`src/rtl/fetch_sequencer.sv`:
```
// Program counter and fetch controller for a registered-read instruction memory.
// Pairs each returned word with its PC, handling stall, zero-bubble redirect and halt.
module fetch_sequencer #(
    parameter int unsigned MEM_DEPTH = 32,
    parameter logic [31:0] RESET_PC  = 32'd0,
    parameter int unsigned CNT_W     = 16
) (
    input  logic             clk,
    input  logic             rst_n,
    input  logic             stall,
    input  logic             branch_valid,
    input  logic [31:0]      branch_target,
    output logic [31:0]      imem_addr,
    input  logic [31:0]      imem_data,
    output logic [31:0]      instr_out,
    output logic [31:0]      pc_out,
    output logic             instr_valid,
    output logic             halted,
    output logic [CNT_W-1:0] fetch_count
);

    typedef enum logic [1:0] {
        BUBBLE = 2'd0,
        RUN    = 2'd1,
        HALT   = 2'd2
    } state_t;

    localparam logic [31:0] DEPTH = 32'(MEM_DEPTH);

    state_t           state_q, state_d;
    logic [31:0]      fetch_pc_q, fetch_pc_d;
    logic [31:0]      resp_pc_q, resp_pc_d;
    logic             resp_live_q, resp_live_d;
    logic [CNT_W-1:0] count_q, count_d;

    logic issue;
    logic accept;
    logic addr_ok;

    always_ff @(posedge clk or negedge rst_n) begin
        if (!rst_n) begin
            state_q     <= BUBBLE;
            fetch_pc_q  <= RESET_PC;
            resp_pc_q   <= '0;
            resp_live_q <= 1'b0;
            count_q     <= '0;
        end else begin
            state_q     <= state_d;
            fetch_pc_q  <= fetch_pc_d;
            resp_pc_q   <= resp_pc_d;
            resp_live_q <= resp_live_d;
            count_q     <= count_d;
        end
    end

    always_comb begin
        instr_valid = resp_live_q && (state_q != HALT);
        instr_out   = instr_valid ? imem_data : '0;
        pc_out      = resp_pc_q;
        halted      = (state_q == HALT);
        fetch_count = count_q;

        // Stall and HALT re-present the held address so imem_data stays stable.
        if (branch_valid) begin
            imem_addr = branch_target;
        end else if (stall || state_q == HALT) begin
            imem_addr = resp_pc_q;
        end else begin
            imem_addr = fetch_pc_q;
        end

        addr_ok = (imem_addr < DEPTH);
        issue   = branch_valid || (state_q != HALT && !stall);
        accept  = instr_valid && !stall && !branch_valid;
    end

    always_comb begin
        state_d     = state_q;
        fetch_pc_d  = fetch_pc_q;
        resp_pc_d   = resp_pc_q;
        resp_live_d = resp_live_q;
        count_d     = count_q;

        if (issue) begin
            resp_pc_d   = imem_addr;
            fetch_pc_d  = imem_addr + 32'd1;
            resp_live_d = addr_ok;
            state_d     = addr_ok ? RUN : HALT;
        end

        if (accept && count_q != '1) begin
            count_d = count_q + 1'b1;
        end
    end

endmodule

```
`config.mk`:
```
export PLATFORM = sky130hd
export DESIGN_NAME = fetch_sequencer
export DESIGN_NICKNAME = d
export VERILOG_FILES = /design/src/rtl/fetch_sequencer.sv
export SDC_FILE = /design/constraint.sdc
export NUM_CORES = 1
export LEC_CHECK = 0
export ABC_AREA = 1
export BUFFER_PORTS_ARGS = -buffer_cell sky130_fd_sc_hd__buf_4
export CAP_MARGIN = 20
export CORE_ASPECT_RATIO = 2
export CORE_MARGIN = 1
export CORE_UTILIZATION = 47
export DETAILED_ROUTE_END_ITERATION = 12
export HOLD_SLACK_MARGIN = 0.15
export PLACE_DENSITY = 0.78
export SYNTH_ARGS = -nofsm -noshare
export SYNTH_HDL_FRONTEND = slang
export SYNTH_SLANG_ARGS = --single-unit
export TNS_END_PERCENT = 30
```
`constraint.sdc`:
```
create_clock -name clk -period 1.95 [get_ports clk]
set_input_delay 0.4875 -clock clk [delete_from_list [all_inputs] [get_ports clk]]
set_output_delay 0.4875 -clock clk [all_outputs]
set_load 0.05 [all_outputs]
```
Yosys cells after proc, flatten, opt, wreduce, memory -nomap -nowiden
Index checks and enable logic that the tools add are counted.

Flip-flop bits (word level): 83. Input port bits: 68. Output and inout bits: 114. Word-level logic and storage cells: 24.

Add/subtract/negate cells: 2. Order comparisons: 1. Eq/ne operators: 3. Muxes and demuxes: 4. Reductions and logical operators: 9.

Operator list (count): 32-bit two-way mux (3); 32-bit by 1-bit adder with 32-bit output, second input constant (1); 32-bit by 6-bit < comparator with 1-bit output, second input constant (1); 16-bit by 1-bit adder with 16-bit output, second input constant (1); 16-bit != test, second input constant (1); 1-bit logical AND (5); 2-bit equality test, second input constant (1); 1-bit logical NOT (2); 1-bit logical OR (2); 2-bit two-way mux (1); 2-bit != test, second input constant (1).

Depth between registers and ports, before layout
Gate-level depths: netlist of run 1.

Word-level depth: 6. Gate-level depth with buffers: 18. Gate-level depth less buffers: 16.

Worst setup path after synthesis of run 1
No wires, ideal clock.

Kind: input -> register. From: in stall. To: reg fetch_pc_q[27]. Setup time: 0.117 ns. Data arrival time: 2.248 ns. Data required time: 1.833 ns. Slack: -0.414 ns. Stages: 14. Path buffers: 2. Path through: inv_2 > buf_4 > buf_6 > nand4_1 > nand3_1 > nand2_1 > nor2_2 > nand2_1 > nor2_1 > nand2_1 > nand2_1 > nand2_1 > nand2_1 > nand2_1.

Cells in the longest elaborated chain, start to end: 4. Elaborated cells on any way between the ends: 7. Those cells by class: add/sub: 1; mux: 2; reduce/logical: 4.

RTL lines: start, declared (RTL line 10) `input logic stall,`; 1-bit logical OR (RTL line 66) `end else if (stall || state_q == HALT) begin`; 32-bit two-way mux (RTL line 66); 32-bit two-way mux (RTL line 64) `if (branch_valid) begin`; via imem_addr[19] (RTL line 13) `output logic [31:0] imem_addr,`; 32-bit by 1-bit adder with 32-bit output (RTL line 86) `fetch_pc_d = imem_addr + 32'd1;`; end signal, assigned (RTL line 49) `fetch_pc_q <= fetch_pc_d;`; end, declared (RTL line 31) `logic [31:0] fetch_pc_q, fetch_pc_d;`.

The timed path passes the listed nets, and every way through them passes these cells. A chain may end at the register's enable or synchronous reset.

Final worst setup path of run 1
From: reg state_q[0]. To: out imem_addr[15].

Cells in the longest elaborated chain, start to end: 4.

RTL lines: start, declared (RTL line 30) `state_t state_q, state_d;`; start signal, assigned (RTL line 48) `state_q <= state_d;`; 2-bit equality test (RTL line 66); 1-bit logical OR (RTL line 66); 32-bit two-way mux (RTL line 66); 32-bit two-way mux (RTL line 64); end, declared (RTL line 13).

No other way between the ends.

==> summary.md, run 1 <==
| Metric | Value |
|---|---|
| Run status | finished, violations left |
| Violated checks | setup timing |
| Final-report hold violation count | 0 |
| Series of cell instances along the critical path | inv_4, nand2_8, buf_12, nand4_1, nand2_2, nor2_4, buf_6, buf_8 |
| Clock tree root buffer cell | clkbuf_16 |
| Highest clock frequency the design can meet | 0.440 GHz |
| FF/Latch Area | 0.00206 sq mm |
| Most heavily used metal layer in global routing | met2 |
| Share of synthesized area occupied by flip-flops and latches | 0.373 |
| PnR Total Power | 6.34 mW |
| Flip-flop and latch count after synthesis | 82 |
| Final setup margin | -0.321 ns |
| Die width | 78.5 um |
| Y dimension of the die | 155 um |
| Synthesis-to-finish area growth | 73.8% |
| Buf+Inv Stages, Crit Path | 4 |
| Static leakage power | 5.08 nW |
| GRT Overall Usage | 0.367 |
| Data arrival time of the critical path | 1.78 ns |
| Clock slew seen by the registers of the worst setup and hold paths | 0.06 ns |
| Violation count after the first detailed-route iteration | 631 |
| # rows | 55 |
| Number of warnings printed during yosys synthesis | 0 |
| Detail Route Antenna Nets | 0 |
| Fillers | 659 |
| Core Box Area | 0.0114 sq mm |
| Final routed wirelength across all metal layers | 23900 um |
| Synth Instances | 772 |
| Power per standard cell area | 664 mW/mm^2 |
| Number of antenna violations at the first check in global routing | 0 |
| Global route overflow | 0 |
| Crit end category | primary output |
| Ratio of routed vias to standard cells | 5.60 |
| Count of unique library cells instantiated by Yosys | 34 |
| Largest area contributor in the netlist | dfrtp_1 |
| Starting utilization of the core area | 0.484 |
| Final Core Density | 0.841 |
| Number of buffer cells added on primary ports | 181 |
| Number of slew-limit violations in the final report | 0 |
| Syn Std Cell Area | 0.00550 sq mm |
| CP required | 1.46 ns |
| Final worst path period need | 2.27 ns |
| Overall die area | 0.0122 sq mm |
| Global routing met2 resource utilization | 0.689 |
| Most common cell in the netlist | nand2_1 |
| Crit path largest cell delay | 0.41 ns |
| Antenna Cells | 0 |
| Post-route DRC | 0 |
| Insertion delay to the later sink of the worst-skew pair | 0.35 ns |
| TritonCTS clock tree | built |
| Wire length of the first global-routing pass | 34100 um |
| Most instantiated cells after synthesis | nand2_1, nor2_1, dfrtp_1 |
| Worst-case vdd ir drop | 603 uV |
| Number of buffers on the longest clock path | 2 |
| R2R Path End | fetch_pc_q[24]$_DFFE_PN0P_ |
| Primary flip-flop cell chosen by synthesis mapping | dfrtp_1 |
| Worst flop-to-flop path startpoint | state_q[0]$_DFFE_PN0P_ |
| Number of buffers created by CTS | 9 |
| Tightest Pin Transition | 0.508 ns |
| Family of cells with the greatest summed delay on the critical path | buffers and inverters |
| Reg-to-reg slack, setup | -0.30 ns |
| Worst Clk Skew | 0.00975 ns |
| Hold buffer count at CTS | 0 |
| Area used by multi-input combinational logic | 0.00353 sq mm |
| Setup Crit Path Kind | flip-flop to primary output |
| Cell type of the slowest stage on the worst timing path | dfrtp_1 |
| Setup repair after global routing missed its margin | yes |
| Synth Net Count | 842 |
| Post-synth EDFFs | 0 |
| Count of boundary I/O pins | 182 |
| H-tree depth | 3 |
| Net count, final | 1189 |
| Highest fanout seen on the critical path | 18 |
| Detailed placement HPWL | 15400 um |
| Reg2Reg Depth | 17 |
| Layout cells sized above 1 | 0.481 |
| Final Wtd Congestion | 0.963 |
| Met3 Resource Use GR | 0.0551 |
| Fraction of synthesis flops using an asynchronous set or reset pin | 1.00 |
| Num Clock Sinks | 82 |
| Largest net degree at the start of global routing | 83 |
| Vias in the first global route | 7067 |
| Via Count | 7094 |
| Portion of synthesized cell area occupied by the leading cell type | 0.373 |
| Drt pass-1 iters | 5 |
| Hold Path Class | input pin to asynchronous set/reset pin |
| Kind of start point of the critical path | flip-flop |
| Worst rel slew slack | 0.661 |
| Fin crit share | 1.16 |
| Setup violation total in the final timing report | 63 |
| Average wire length per cell after detail routing | 18.9 um |
| MaxCap Viol Count | 0 |
| Synthesized area per cell | 7.12 sq um |
| Met1 track utilization from global routing | 0.348 |
| Main area contributors after synthesis | dfrtp_1, nand2_1, nand3_1 |
[metal layers]
| metal | routed length [um] | part of all wire |
|---|---|---|
| met5 | 0 | 0 |
| met1 | 7720 | 0.32 |
| met2 | 12800 | 0.54 |
| met3 | 1290 | 0.054 |
| met4 | 2090 | 0.087 |
[area by class of cell]
class                      count  area share
clock inverter                 4     0.00537
clock buffer                  12      0.0258
multi-input combinational    572       0.370
inverter                      88      0.0364
timing repair buffer         366       0.329
sequential                    82       0.215
tap                          142      0.0186
[cell usage in the layout, fill, tap and decap left out, types with 28 or more instances in the layout]
cell type	instances
buf_4	309
nand3_1	57
nand3_4	32
nor2_4	28
inv_1	80
nand2_2	31
nand2_1	215
dfrtp_1	79
nor2_1	57
nand4_1	33
[power breakdown]
part	total, mW	switching [mW]	internal [mW]
clock network	1.74	0.715	1.03
logic	2.58	1.55	1.02
registers	2.02	0.140	1.88
total	6.34	2.41	3.93
[kinds of logic after synthesis]
kind of cell             share of synthesized area
XOR/XNOR                                    0.0303
flip-flops                                   0.373
AND/OR/NAND/NOR                              0.462
buffers and inverters                       0.0986
adder cells (fa/ha/maj)                    0.00455
AO/OA/AOI/OAI                               0.0314
[per-stage QoR]
stage | area [sq um] | setup TNS, ns | instances | hold WS (ns) | worst slack [ns]
after detailed placement | 8240 | -20.87 | 1213 | 0.467 | -0.521
after CTS | 9220 | -9.69 | 1255 | 0.185 | -0.273
after global routing | 9550 | -17.80 | 1266 | 0.222 | -0.363
after floorplan | 5750 | -1.58 | 772 | 0.192 | -0.139
after global placement | 8240 | -18.78 | 1213 | 0.462 | -0.494
final | 9550 | -12.57 | 1266 | 0.142 | -0.321
[worst max-delay path by stage]
| stage | endpoint | startpoint | slack, ns | depth (start not counted) |
|---|---|---|---|---|
| after floorplan | fetch_pc_q[30]$_DFFE_PN0P_ | state_q[0]$_DFFE_PN0P_ | -0.14 | 17 |
| after global placement | fetch_pc_q[28]$_DFFE_PN0P_ | branch_valid | -0.49 | 14 |
| after detailed placement | fetch_pc_q[28]$_DFFE_PN0P_ | branch_valid | -0.52 | 14 |
| after CTS | imem_addr[15] | state_q[0]$_DFFE_PN0P_ | -0.27 | 8 |
| after global routing | imem_addr[17] | state_q[0]$_DFFE_PN0P_ | -0.36 | 8 |
| final | imem_addr[15] | state_q[0]$_DFFE_PN0P_ | -0.32 | 8 |
[what timing repair did]
item / 4_1_cts / 5_1_grt
setup buffers: 25 / 11
endpoints found under the setup margin: 62 / 98
gates cloned: 1 / 0
pin swaps: 23 / 19
gates resized for setup: 120 / 67
[registers in the layout (all words and copies together) (netlist names)]
signal and count:
fetch_count 16, fetch_pc_q 32, pc_out 32, state_q 2
No activity file was read; power rests on OpenSTA's default activity.
==> inputs of run 2 (changes only) <==
Settings changed: SETUP_SLACK_MARGIN set to 0.1.
==> run 2 against run 1 <==
Against the previous run:
- the run now fails in 5_1_grt
- synthesized cell count stayed put
- synthesized area stayed put
==> summary.md, run 2 <==
| Metric | Value |
|---|---|
| Detailed placement HPWL | 15800 um (+2.8%) |
| Count of unique library cells instantiated by Yosys | 34 (unchanged) |
| # rows | 55 (unchanged) |
| Count of boundary I/O pins | 182 (unchanged) |
| Post-synth EDFFs | 0 (unchanged) |
| Number of warnings printed during yosys synthesis | 0 (unchanged) |
| Most instantiated cells after synthesis | nand2_1, nor2_1, dfrtp_1 |
| Syn Std Cell Area | 0.00550 sq mm (unchanged) |
| Clock tree root buffer cell | clkbuf_16 |
| Number of buffer cells added on primary ports | 181 (unchanged) |
| Cell area after placement | 0.00833 sq mm (+1.2%) |
| Y dimension of the die | 155 um (unchanged) |
| Synth Instances | 772 (unchanged) |
| Largest net degree at the start of global routing | 35 |
| Num Clock Sinks | 82 (unchanged) |
| Global route overflow | 80 |
| Share of synthesized area occupied by flip-flops and latches | 0.373 (unchanged) |
| Main area contributors after synthesis | dfrtp_1, nand2_1, nand3_1 |
| H-tree depth | 3 (unchanged) |
| Number of buffers created by CTS | 9 (unchanged) |
| Fraction of synthesis flops using an asynchronous set or reset pin | 1.00 (unchanged) |
| Portion of synthesized cell area occupied by the leading cell type | 0.373 (unchanged) |
| Type of pin the worst path ends at | register data pin |
| Flip-flop and latch count after synthesis | 82 (unchanged) |
| Starting utilization of the core area | 0.484 (unchanged) |
| GRT Overall Usage | 0.711 |
| GRT worst endpoint | fetch_pc_q[25]$_DFFE_PN0P_/D |
| Synth Net Count | 842 (unchanged) |
| Primary flip-flop cell chosen by synthesis mapping | dfrtp_1 |
| First Error | [ERROR GRT-0232] Routing congestion too high. Check the congestion heatmap in the GUI. |
| Final Wtd Congestion | 0.989 (+2.8%) |
| Stage reached | 5_1_grt |
| Largest area contributor in the netlist | dfrtp_1 |
| Number of buffers on the longest clock path | 2 (unchanged) |
| Die width | 78.5 um (unchanged) |
| Run status | stopped before the end |
| Most common cell in the netlist | nand2_1 |
| Synthesized area per cell | 7.12 sq um (unchanged) |
run 2: cell counts after synthesis:
Identical to the previous run, type by type.
run 2: kinds of logic after synthesis:
group,after synthesis,synth area share
AOI/OAI and AO/OA,31,0.0314
xor gates and xnor gates,19,0.0303
adders and majority gates,2,0.00455
buffers and inverters,118,0.0986
DFF,82,0.373
and+or+nand+nor,520,0.462
run 2: routing by layer:
| metal | GRT overflow | track usage |
|---|---|---|
| met5 | 0 | 0.0739 |
| met4 | 36 | 0.767 |
| met3 | 0 | 0.489 |
| met2 | 44 | 0.929 |
| met1 | 0 | 0.689 |
run 2: what timing repair did:
action | 4_1_cts
setup buffers | 51
cloned | 1
pin swaps | 26
resized for setup | 196
hold endpoints to repair | 28
hold buffers | 1
setup endpoints to repair | 99
run 2: stage by stage:
stage	worst slack (ns)	hold WS [ns]	cells	TNS, ns	util
after CTS	-0.287	0.421	1289	-10.48	0.874
after detailed placement	-0.452	0.462	1221	-14.71	0.734
after global placement	-0.424	0.464	1221	-13.02	0.734
after floorplan	-0.139	0.192	772	-1.43	-
==> inputs of run 3 (changes only) <==
Settings changed: CORE_ASPECT_RATIO 2 to not set, CORE_UTILIZATION 47 to 40, HOLD_SLACK_MARGIN 0.15 to not set, PLACE_DENSITY 0.78 to not set, PLACE_DENSITY_LB_ADDON set to 0.15, SETUP_SLACK_MARGIN 0.1 to not set.
Clock period 1.95 ns to 2.54 ns, I/O delays scaled along.
==> run 3 against run 2 <==
Against the previous run:
- the run now ends clean
==> summary.md, run 3 (same netlist as run 1, synthesis figures left out) <==
| Metric | Value |
|---|---|
| Static leakage power | 4.33 nW |
| Worst flop-to-flop path startpoint | state_q[0]$_DFFE_PN0P_ |
| PnR Total Power | 4.38 mW |
| Highest routed metal layer | met4 |
| Highest clock frequency the design can meet | 0.408 GHz |
| CP Capture Point | imem_addr[31] |
| Fin crit share | 0.966 |
| Die width | 119 um (+52%) |
| H-tree depth | 3 (unchanged) |
| Leading cell type in the layout, fill and taps excluded | nand2_1 |
| Cell type of the slowest stage on the worst timing path | dfrtp_1 |
| Via Count | 5819 |
| Count of boundary I/O pins | 182 (unchanged) |
| Ratio of routed vias to standard cells | 4.91 |
| Reg2Reg Depth | 16 |
| Clock slew seen by the registers of the worst setup and hold paths | 0.07 ns |
| Wire length of the first global-routing pass | 28100 um |
| Clock tree root buffer cell | clkbuf_16 |
| Routed metal-1 wire length | 7410 um |
| Synthesis-to-finish area growth | 42.2% |
| FF/Latch Area | 0.00205 sq mm |
| Final-report hold violation count | 0 |
| Reg power frac | 0.347 |
| Core Box Area | 0.0133 sq mm |
| Final Wtd Congestion | 0.954 (-3.5%) |
| Worst rel slew slack | 0.655 |
| Reg-to-reg slack, setup | 0.24 ns |
| Area used by multi-input combinational logic | 0.00293 sq mm |
| Final setup margin | 0.0874 ns |
| Setup repair after global routing missed its margin | yes |
| Final worst path period need | 2.45 ns |
| Buf+Inv Stages, Crit Path | 4 |
| Tightest Pin Transition | 0.517 ns |
| Y dimension of the die | 119 um (-23%) |
| R2R Path End | fetch_pc_q[30]$_DFFE_PN0P_ |
| MaxCap Viol Count | 0 |
| Part of the power in the clock network | 0.317 |
| Num Clock Sinks | 82 (unchanged) |
| Hold Path Class | input pin to asynchronous set/reset pin |
| Final routed wirelength across all metal layers | 17400 um |
| Sw Ratio | 0.375 |
| Run status | complete, no violations |
| Crit path largest cell delay | 0.41 ns |
| Family of cells with the greatest summed delay on the critical path | buffers and inverters |
| Wire length on met3 | 1330 um |
| CP required | 1.90 ns |
| Internal Dissipation | 2.74 mW |
| GRT Overall Usage | 0.253 |
| Detail Route Antenna Nets | 0 |
| Detailed placement HPWL | 13500 um (-15%) |
| Fillers | 1309 |
| Drt pass-1 iters | 5 |
| Average wire length per cell after detail routing | 14.6 um |
| Antenna Cells | 0 |
| # rows | 42 (-24%) |
| Net count, final | 1075 |
| Power per standard cell area | 560 mW/mm^2 |
| TritonCTS clock tree | built |
| Number of buffer cells added on primary ports | 181 (unchanged) |
| Violation count after the first detailed-route iteration | 343 |
| Relative contribution of combinational cells to total power | 0.335 |
| Number of buffers on the longest clock path | 2 (unchanged) |
| Data arrival time of the critical path | 1.82 ns |
| Worst-case vdd ir drop | 327 uV |
| Number of buffers created by CTS | 9 (unchanged) |
| Worst Clk Skew | 0.00807 ns |
| Number of slew-limit violations in the final report | 0 |
| Insertion delay to the later sink of the worst-skew pair | 0.35 ns |
| Top library cells by usage in the layout, fill and taps aside | nand2_1, buf_4, nor2_1 |
| Total net switching power | 1.64 mW |
| Crit end category | primary output |
| Setup Crit Path Kind | flip-flop to primary output |
| Total number of cells along the worst setup path | 8 |
| Highest fanout seen on the critical path | 9 |
| Kind of start point of the critical path | flip-flop |
| Largest net degree at the start of global routing | 38 |
| Series of cell instances along the critical path | inv_4, nand2_8, nand2_4, buf_4, o21ai_1, nor2_1, inv_1, buf_4 |
| Amount of wire on met2 after detailed routing | 8400 um |
| Overall die area | 0.0142 sq mm |
| Starting utilization of the core area | 0.412 (-0.0723) |
| Pre-CTS setup slack | -0.0730 ns (+0.379 ns) |
| Layout cells sized above 1 | 0.340 |
| Global route overflow | 0 |
| Crit path top cell by count | buf_4 |
| Source of the critical timing path | state_q[0]$_DFFE_PN0P_ |
| Vias in the first global route | 5476 |
| Setup violation total in the final timing report | 0 |
| Post-route DRC | 0 |
| Number of antenna violations at the first check in global routing | 0 |
==> run 3: repair_timing <==
item	in CTS	in global routing
hold buffers	0	0
hold endpoints to repair	0	0
setup buffers	0	1
endpoints found under the setup margin	0	8
resized for setup	0	7
==> run 3: power by group through the flow <==
| stage | combinational (mW) | clock (mW) | sequential (mW) |
|---|---|---|---|
| 3_3_place_gp | 1.45 | 0 | 1.54 |
| 2_1_floorplan | 0.720 | 0 | 1.73 |
| 6_report | 1.47 | 1.39 | 1.52 |
| 3_5_place_dp | 1.46 | 0 | 1.54 |
| 5_1_grt | 1.58 | 1.48 | 1.54 |
| 4_1_cts | 1.46 | 1.41 | 1.52 |
==> run 3: per-layer routing <==
metal | vias to the layer above | track usage
li1 | 2938 | -
met1 | 2662 | 0.322
met2 | 201 | 0.424
met3 | 18 | 0.0608
met4 | 0 | 0.0712
met5 | - | 0
==> run 3: final cells by class <==
class / instances / share of cell area
clock inverter: 6 / 0.00928
tap: 176 / 0.0282
timing repair buffer: 252 / 0.252
sequential: 82 / 0.262
inverter: 88 / 0.0429
multi-input combinational: 572 / 0.375
clock buffer: 10 / 0.0306
==> run 3: worst register-to-register path: stages (launching register included) <==
cell	delay, ns
dfrtp_1	0.41
inv_4	0.09
nand2_8	0.08
nand2_4	0.14
buf_4	0.20
nand3_1	0.12
nand3_2	0.12
buf_4	0.11
nand2_1	0.08
nor2_1	0.24
nand2_1	0.14
nor2_4	0.20
nand2_1	0.08
nand2_1	0.05
nand2_1	0.04
nand2_1	0.05
nand2_1	0.05
==> run 3: metrics by stage <==
stage	util	cell area (sq um)	instances	hold slack, ns	setup TNS [ns]
final	0.586	7820	1186	0.262	0
after CTS	0.583	7780	1185	0.271	0
after detailed placement	0.559	7470	1169	0.465	-0.296
after global placement	0.559	7470	1169	0.465	-0.242
after floorplan	-	5500	772	0.339	0
after global routing	0.586	7820	1186	0.287	-0.0217
==> run 3: how the worst min path moves through the flow <==
| stage | start | end | slack, ns |
|---|---|---|---|
| after floorplan | rst_n | fetch_count[0]$_DFFE_PN0P_ | 0.34 |
| after global placement | fetch_pc_q[18]$_DFFE_PN0P_ | fetch_pc_q[18]$_DFFE_PN0P_ | 0.47 |
| after detailed placement | fetch_pc_q[26]$_DFFE_PN0P_ | fetch_pc_q[26]$_DFFE_PN0P_ | 0.47 |
| after CTS | rst_n | fetch_pc_q[2]$_DFFE_PN0P_ | 0.27 |
| after global routing | rst_n | fetch_pc_q[2]$_DFFE_PN0P_ | 0.29 |
| final | rst_n | pc_out[10]$_DFFE_PN0P_ | 0.26 |
